File: src/rtl/core_ctrl_pkg.sv
// rtl/core_ctrl_pkg.sv - shared types and constants for the core pipeline control blocks
package core_ctrl_pkg;

    typedef enum logic [1:0] {
        RUN      = 2'd0,
        MEM_WAIT = 2'd1,
        ERROR    = 2'd2
    } state_e;

    typedef logic [4:0] regIdx_t;

    localparam regIdx_t REG_ZERO = 5'd0;

endpackage

File: src/rtl/load_use_detect.sv
// rtl/load_use_detect.sv - combinational load-use hazard detector, shared with forwarding
import core_ctrl_pkg::*;

module load_use_detect (
    input  regIdx_t idRs1,
    input  regIdx_t idRs2,
    input  logic    idUsesRs1,
    input  logic    idUsesRs2,
    input  regIdx_t exRd,
    input  logic    exMemRead,
    output logic    luh
);

    logic rs1_hit;
    logic rs2_hit;

    assign rs1_hit = idUsesRs1 && (idRs1 == exRd);
    assign rs2_hit = idUsesRs2 && (idRs2 == exRd);

    // x0 is hardwired zero, so a load targeting it never produces a usable value
    assign luh = exMemRead && (exRd != REG_ZERO) && (rs1_hit || rs2_hit);

endmodule

File: src/rtl/hazard_stall_unit.sv
// rtl/hazard_stall_unit.sv - pipeline stall/bubble/flush control with memory-wait timeout
import core_ctrl_pkg::*;

module hazard_stall_unit #(
    parameter int MEM_TIMEOUT = 16,
    parameter int CNT_W       = 32
) (
    input  logic             clk,
    input  logic             resetN,
    input  regIdx_t          idRs1,
    input  regIdx_t          idRs2,
    input  logic             idUsesRs1,
    input  logic             idUsesRs2,
    input  regIdx_t          exRd,
    input  logic             exMemRead,
    input  logic             branchTaken,
    input  logic             dmemReq,
    input  logic             dmemAck,
    output logic             selOp,
    output logic             pcWrite,
    output logic             ifIdWrite,
    output logic             idExWrite,
    output logic             exMemWrite,
    output logic             flushIfId,
    output logic             memTimeout,
    output logic [CNT_W-1:0] stallCount
);

    state_e            state_q, state_d;
    logic [7:0]        tmo_q, tmo_d;
    logic [CNT_W-1:0]  stall_q, stall_d;
    logic              luh;
    logic              mst;

    load_use_detect u_luh (
        .idRs1     (idRs1),
        .idRs2     (idRs2),
        .idUsesRs1 (idUsesRs1),
        .idUsesRs2 (idUsesRs2),
        .exRd      (exRd),
        .exMemRead (exMemRead),
        .luh       (luh)
    );

    assign mst = dmemReq && !dmemAck;

    always_comb begin
        state_d    = state_q;
        tmo_d      = tmo_q;
        selOp      = 1'b0;
        pcWrite    = 1'b1;
        ifIdWrite  = 1'b1;
        idExWrite  = 1'b1;
        exMemWrite = 1'b1;
        flushIfId  = 1'b0;
        memTimeout = 1'b0;

        case (state_q)
            RUN, MEM_WAIT: begin
                if ((state_q == RUN && mst) || (state_q == MEM_WAIT && !dmemAck)) begin
                    pcWrite    = 1'b0;
                    ifIdWrite  = 1'b0;
                    idExWrite  = 1'b0;
                    exMemWrite = 1'b0;
                    if (state_q == RUN) begin
                        state_d = MEM_WAIT;
                        tmo_d   = 8'd1;
                    end else if (tmo_q == 8'(MEM_TIMEOUT)) begin
                        state_d = ERROR;
                    end else begin
                        tmo_d = tmo_q + 8'd1;
                    end
                end else begin
                    // Ack (or no access): resolve branch/load-use as a normal RUN cycle
                    state_d = RUN;
                    tmo_d   = 8'd0;
                    if (branchTaken) begin
                        flushIfId = 1'b1;
                        selOp     = 1'b1;
                    end else if (luh) begin
                        pcWrite   = 1'b0;
                        ifIdWrite = 1'b0;
                        selOp     = 1'b1;
                    end
                end
            end
            ERROR: begin
                memTimeout = 1'b1;
                selOp      = 1'b1;
                pcWrite    = 1'b0;
                ifIdWrite  = 1'b0;
                idExWrite  = 1'b0;
                exMemWrite = 1'b0;
            end
            default: begin
                state_d = RUN;
                tmo_d   = 8'd0;
            end
        endcase

        if (!resetN) begin
            selOp      = 1'b1;
            pcWrite    = 1'b0;
            ifIdWrite  = 1'b0;
            idExWrite  = 1'b0;
            exMemWrite = 1'b0;
            flushIfId  = 1'b0;
            memTimeout = 1'b0;
        end
    end

    always_comb begin
        stall_d = stall_q;
        if (!pcWrite && !(&stall_q)) begin
            stall_d = stall_q + CNT_W'(1);
        end
    end

    always_ff @(posedge clk or negedge resetN) begin
        if (!resetN) begin
            state_q <= RUN;
            tmo_q   <= 8'd0;
            stall_q <= '0;
        end else begin
            state_q <= state_d;
            tmo_q   <= tmo_d;
            stall_q <= stall_d;
        end
    end

    assign stallCount = stall_q;

endmodule

File: config.mk
export PLATFORM = sky130hd
export DESIGN_NAME = hazard_stall_unit
export DESIGN_NICKNAME = d
export VERILOG_FILES = /design/src/rtl/core_ctrl_pkg.sv /design/src/rtl/load_use_detect.sv /design/src/rtl/hazard_stall_unit.sv
export SDC_FILE = /design/constraint.sdc
export NUM_CORES = 1
export LEC_CHECK = 0
export CAP_MARGIN = 20
export CORE_MARGIN = 5
export CORE_UTILIZATION = 35
export DETAILED_ROUTE_END_ITERATION = 8
export GPL_ROUTABILITY_DRIVEN = 1
export RECOVER_POWER = 25
export SKIP_LAST_GASP = 1
export SYNTH_ARGS = -nofsm -noshare
export SYNTH_HDL_FRONTEND = slang
export SYNTH_HIERARCHICAL = 1
export SYNTH_SLANG_ARGS = --single-unit
File: constraint.sdc
create_clock -name clk -period 3.5 [get_ports clk]
set_input_delay 1.05 -clock clk [delete_from_list [all_inputs] [get_ports clk]]
set_output_delay 1.05 -clock clk [all_outputs]
set_load 0.1 [all_outputs]
After elaboration in Yosys (flattened, before gate mapping)
Cells that the tools add are included.
W data, S select, Z words.
{"block": "word_totals", "elab_cells": 59, "ff_bits": 42, "mem_bits_ro": 0, "mem_bits_rw": 0, "latchBits": 0, "inputBits": 23, "mem_count": 0}
{"block": "op_classes", "n_div": 0, "reduce_logical": 19, "eq_ne": 7, "n_mul": 0, "shifts": 0, "n_bitwise": 1, "add_sub_neg": 2, "n_lt_le_gt_ge": 0, "mux": 27}
{"cell": "$add A32 B1 Y32 const B", "count": 1}
{"cell": "$reduce_and A32 Y1", "count": 1}
{"cell": "$mux W8", "count": 3}
{"cell": "$mux W1", "count": 16}
{"cell": "$pmux W8 S2", "count": 1}
{"cell": "$eq A5 B5 Y1", "count": 2}
{"cell": "$add A8 B1 Y8 const B", "count": 1}
{"cell": "$eq A8 B5 Y1 const B", "count": 1}
{"cell": "$logic_and A1 B1 Y1", "count": 8}
{"cell": "$ne A4 B4 Y1 const B", "count": 2}
{"cell": "$mux W2", "count": 3}
{"cell": "$pmux W1 S2", "count": 3}
{"cell": "$reduce_bool A5 Y1", "count": 1}
{"cell": "$pmux W2 S2", "count": 1}
{"cell": "$reduce_and A2 Y1", "count": 2}
{"cell": "$logic_not A1 Y1", "count": 3}
{"cell": "$eq A2 B1 Y1 const B", "count": 1}
{"cell": "$eq A2 B2 Y1 const B", "count": 1}
{"cell": "$logic_not A2 Y1", "count": 1}
{"cell": "$logic_or A1 B1 Y1", "count": 2}
{"cell": "$reduce_or A2 Y1", "count": 1}
{"cell": "$not A1 Y1", "count": 1}

Longest topological paths before layout
{"block": "logic_depth", "depth_word": 11, "mapped_depth": 9, "depth_no_buf": 8}

Modules after synthesis
The synthesis kept the hierarchy.
{"module": "hazard_stall_unit", "cells_each": 221, "n_inst": 1, "area_per_inst_um2": 2264.7, "seq_area_each_um2": 1051.0}
{"module": "load_use_detect", "cells_each": 17, "n_inst": 1, "area_per_inst_um2": 133.9, "seq_area_each_um2": 0.0}

Worst setup path before layout
No wires, ideal clock.
{"block": "synth_timing", "path_type": "input -> output", "from": "input port exRd[0]", "to": "output port selOp", "arrival_time_ps": 3448, "path_stages": 8, "path_slack_ps": -998, "path_cell_list": "xor2_1 nor4_2 nand3_1 a21oi_1 nor2_1 nor2_1 nor2_1 o221ai_1"}
{"block": "synth_between", "elab_chain_cells": 9, "elab_cells_between_ends": 13, "classes_between": "eq/ne: 2; mux: 5; reduce/logical: 6"}
{"element": "start: declaration", "line_no": "hazard_stall_unit.sv:14", "source": "input regIdx_t exRd,"}
{"element": "$eq A5 B5 Y1 (on tied branches)", "line_no": "load_use_detect.sv:17, load_use_detect.sv:18"}
{"element": "$logic_and A1 B1 Y1 (on tied branches)", "line_no": "load_use_detect.sv:17, load_use_detect.sv:18"}
{"element": "$logic_or A1 B1 Y1", "line_no": "load_use_detect.sv:21", "source": "assign luh = exMemRead && (exRd != REG_ZERO) && (rs1_hit || rs2_hit);"}
{"element": "$logic_and A1 B1 Y1 *", "line_no": "load_use_detect.sv:21"}
{"element": "net luh", "line_no": "hazard_stall_unit.sv:32", "source": "logic luh;"}
{"element": "$mux W1 *", "line_no": "hazard_stall_unit.sv:80", "source": "end else if (luh) begin"}
{"element": "$mux W1 *", "line_no": "hazard_stall_unit.sv:77", "source": "if (branchTaken) begin"}
{"element": "$mux W1 *", "line_no": "hazard_stall_unit.sv:60", "source": "if ((state_q == RUN && mst) || (state_q == MEM_WAIT && !dmemAck)) begin"}
{"element": "$pmux W1 S2 *", "line_no": "hazard_stall_unit.sv:58", "source": "case (state_q)"}
{"element": "$mux W1 *", "line_no": "hazard_stall_unit.sv:101", "source": "if (!resetN) begin"}
{"element": "end: declaration", "line_no": "hazard_stall_unit.sv:19", "source": "output logic selOp,"}
Mark *: on every way through the listed nets, which the timed path passes. The rest lies on a longest branch.

Worst setup path in the final report
{"block": "layout_timing", "from": "input port exRd[4]", "to": "output port selOp"}
The elaborated chain is that of the path after synthesis.

==> results.ini <==
[power_and_ir_drop]
p_leak_nw=1.556
power_mw=1.862
power-per-cell-area_nw_per_um2=556.4
peakVddDrop_mv=0.2950

[outcome]
status=complete, but fails checks
violations=negative setup slack

[global_route]
antenna_found_initial=0
grt_pass1_wl_mm=10.16
grt-ovfl-total=0
track_usage_pct=14.57
grt_max_degree=38
grt_pass1_vias=2100

[layout]
postLayoutCellArea_um2=3347
area_growth_pct=39.54
multiInputGateArea_um2=1350
nNetsFinal=341
seq_area_um2=1051
layout-drive-gt1-share_pct=31.01
num_antenna_cells=0
fillers=621

[place]
place_area_um2=3199
place.gp.congestion=0.8127
dp_slack_ns=-0.5803
io_buffers=61
hpwl_mm=4.477

[timing]
setup_slack_ns=-0.1425
fmax_mhz=274.5
hold_viol=0
finalCriticalPeriod_ns=3.643
slew_violations=0
worstMarginPinSlew_ns=0.9244
min_period_over_period_pct=104.1
finClkSkew_ns=0.007405
relSlewSlack_pct=38.38
setup_viol=3
rsz0062_at_grt=true

[route]
met1_length_mm=2.932
via_per_inst=5.149
drcViolationCount=0
ant_nets=0
post_drt_wl_per_cell_um=15.06
highest_layer=met4
drt_iter0_markers=111
route.met2.wl_mm=2.689
wl_met3_um=292
vias=2039
drt-total-wl_mm=5.962
first_pass_iters=4

[floorplan]
die_h_um=92.78
ios=62
start_util_pct=35.70
core_area_um2=6719
dieArea_um2=8608
die_width_um=92.78
rows=30

[clocking]
cts_root_buf=clkbuf_8
cts_tree=done
cts_setup_buffers=0
clock-sinks=42
h-tree-depth=2
clk_latency_ns=0.30
cts_hold_buf=0
cts_made_buffers=5
clk_path_buf_depth=2
clkTransAtPathRegs_ns=0.09

[run]
drv_cap=0

[synthesis]
synth_commonest_cells=dfrtp_1, xor2_1, nor3_1, nand2_1, nor2_1
synth_edf_count=0
synthFlopType=dfrtp_1
synth.distinct_cells=45
async_flop_share_pct=100.0
ys_ff_latch=42
synth.avg_cell_area_um2=10.08
syn_inst=238
syn_nets=264
yosysTopAreaCell=dfrtp_1
mappedNetlistArea_um2=2399
synth_top_cell_area_share_pct=43.82
synth.area.top_cells=dfrtp_1, xor2_1, nor3_1
ys_seq_area_share_pct=43.82
yosysWarnings=6
synth.most_common_cell=dfrtp_1

[critical_path]
required_ns=2.45
setup.worst_path.end_class=primary output
cp-start-kind=input pin
worstSetupPathType=in -> out
crit_fanout=3
arrival_ns=2.59

[hold_path]
hp-class=reg -> reg

## per-layer routing
metal / vias up / GRT usage [%]
met3: 2 / 3.737
met5: - / 0
met2: 54 / 22.08
li1: 994 / -
met4: 0 / 5.372
met1: 989 / 20.00
## report_power, final
group | switching, mW | internal [mW]
Sequential | 0.0902 | 0.550
Clock | 0.178 | 0.213
Combinational | 0.629 | 0.202
Total | 0.897 | 0.965
## final cells by class
type,instances,share of cell area [%]
Clock buffer,6,2.168
Clock inverter,2,1.121
Inverter,5,0.5607
Multi-Input combinational cell,182,40.34
Sequential cell,42,31.40
Tap cell,80,2.991
Timing Repair Buffer,79,21.42
## what timing repair did
action / CTS / global route
endpoints found under the setup margin: 3 / 5
pin swaps: 13 / 13
hold endpoints to repair: 0 / 0
resized for setup: 40 / 25
## worst max-delay path: stages
cell and delay, ns:
buf_6 0.11, buf_6 0.10, xor2_1 0.15, nor4_1 0.24
nand3_1 0.13, a21oi_2 0.17, nor2_2 0.06, nor2_1 0.11
nor2_2 0.06, o221ai_4 0.20, buf_12 0.20
## registers in the layout (all words and copies together), names as in the netlist
signal / flops
tmo_q: 8
state_q: 2
stallCount: 32
## metrics by stage
stage                     hold WS (ns)  util (%)  std cells  TNS [ns]
after floorplan                 0.4811         -        238   -0.1458
after global placement          0.4831     47.62        388    -1.613
after detailed placement        0.4891     47.62        388    -3.126
after CTS                       0.5005     49.52        396   -0.5469
after global routing            0.5239     49.81        396   -0.6247
final                           0.5013     49.81        396   -0.3294
## cells by family after synthesis
family / Yosys count / share of synthesized area (%)
multiplexers: 2 / 0.8868
XOR/XNOR: 45 / 16.43
flip-flops: 42 / 43.82
AND/OR/NAND/NOR: 113 / 27.44
adder cells (fa/ha/maj): 3 / 1.565
AO/OA/AOI/OAI: 19 / 6.521
buffers and inverters: 14 / 3.339
## cells in the final DEF (no fill, tap or decap), types with 4 or more instances in the layout
| master | netlist | layout |
|---|---|---|
| nor2_1 | 16 | 13 |
| buf_6 | 1 | 8 |
| nand2_1 | 17 | 17 |
| nand3_1 | 12 | 12 |
| clkdlybuf4s50_1 | 0 | 7 |
| dfrtp_1 | 42 | 42 |
| nand4_1 | 12 | 12 |
| nor3_1 | 23 | 22 |
| buf_12 | 0 | 7 |
| nand2b_1 | 4 | 4 |
| xor2_2 | 0 | 4 |
| nor4_1 | 4 | 4 |
| xor2_1 | 39 | 35 |
| xnor2_1 | 6 | 6 |
| clkbuf_8 | 0 | 5 |
| buf_4 | 4 | 45 |
| o21ai_0 | 5 | 5 |
| inv_1 | 5 | 5 |
| and3_1 | 6 | 6 |
## path summary, 6_finish.rpt
kind | startpoint | to | slack, ns | cells past startpoint
worst max-delay path | exRd[4] | selOp | -0.14 | 11
worst min-delay path | stallCount[24]$_DFFE_PN0P_ | stallCount[24]$_DFFE_PN0P_ | 0.50 | 1
worst max register to register | stallCount[0]$_DFFE_PN0P_ | stallCount[6]$_DFFE_PN0P_ | 1.05 | 7
worst min register to register | stallCount[24]$_DFFE_PN0P_ | stallCount[24]$_DFFE_PN0P_ | 0.50 | 1
max in group asynchronous | resetN | stallCount[22]$_DFFE_PN0P_ | 1.29 | 3
min in group asynchronous | resetN | tmo_q[3]$_DFFE_PN0P_ | 0.94 | 2
Power figures use the tool's default switching activity.
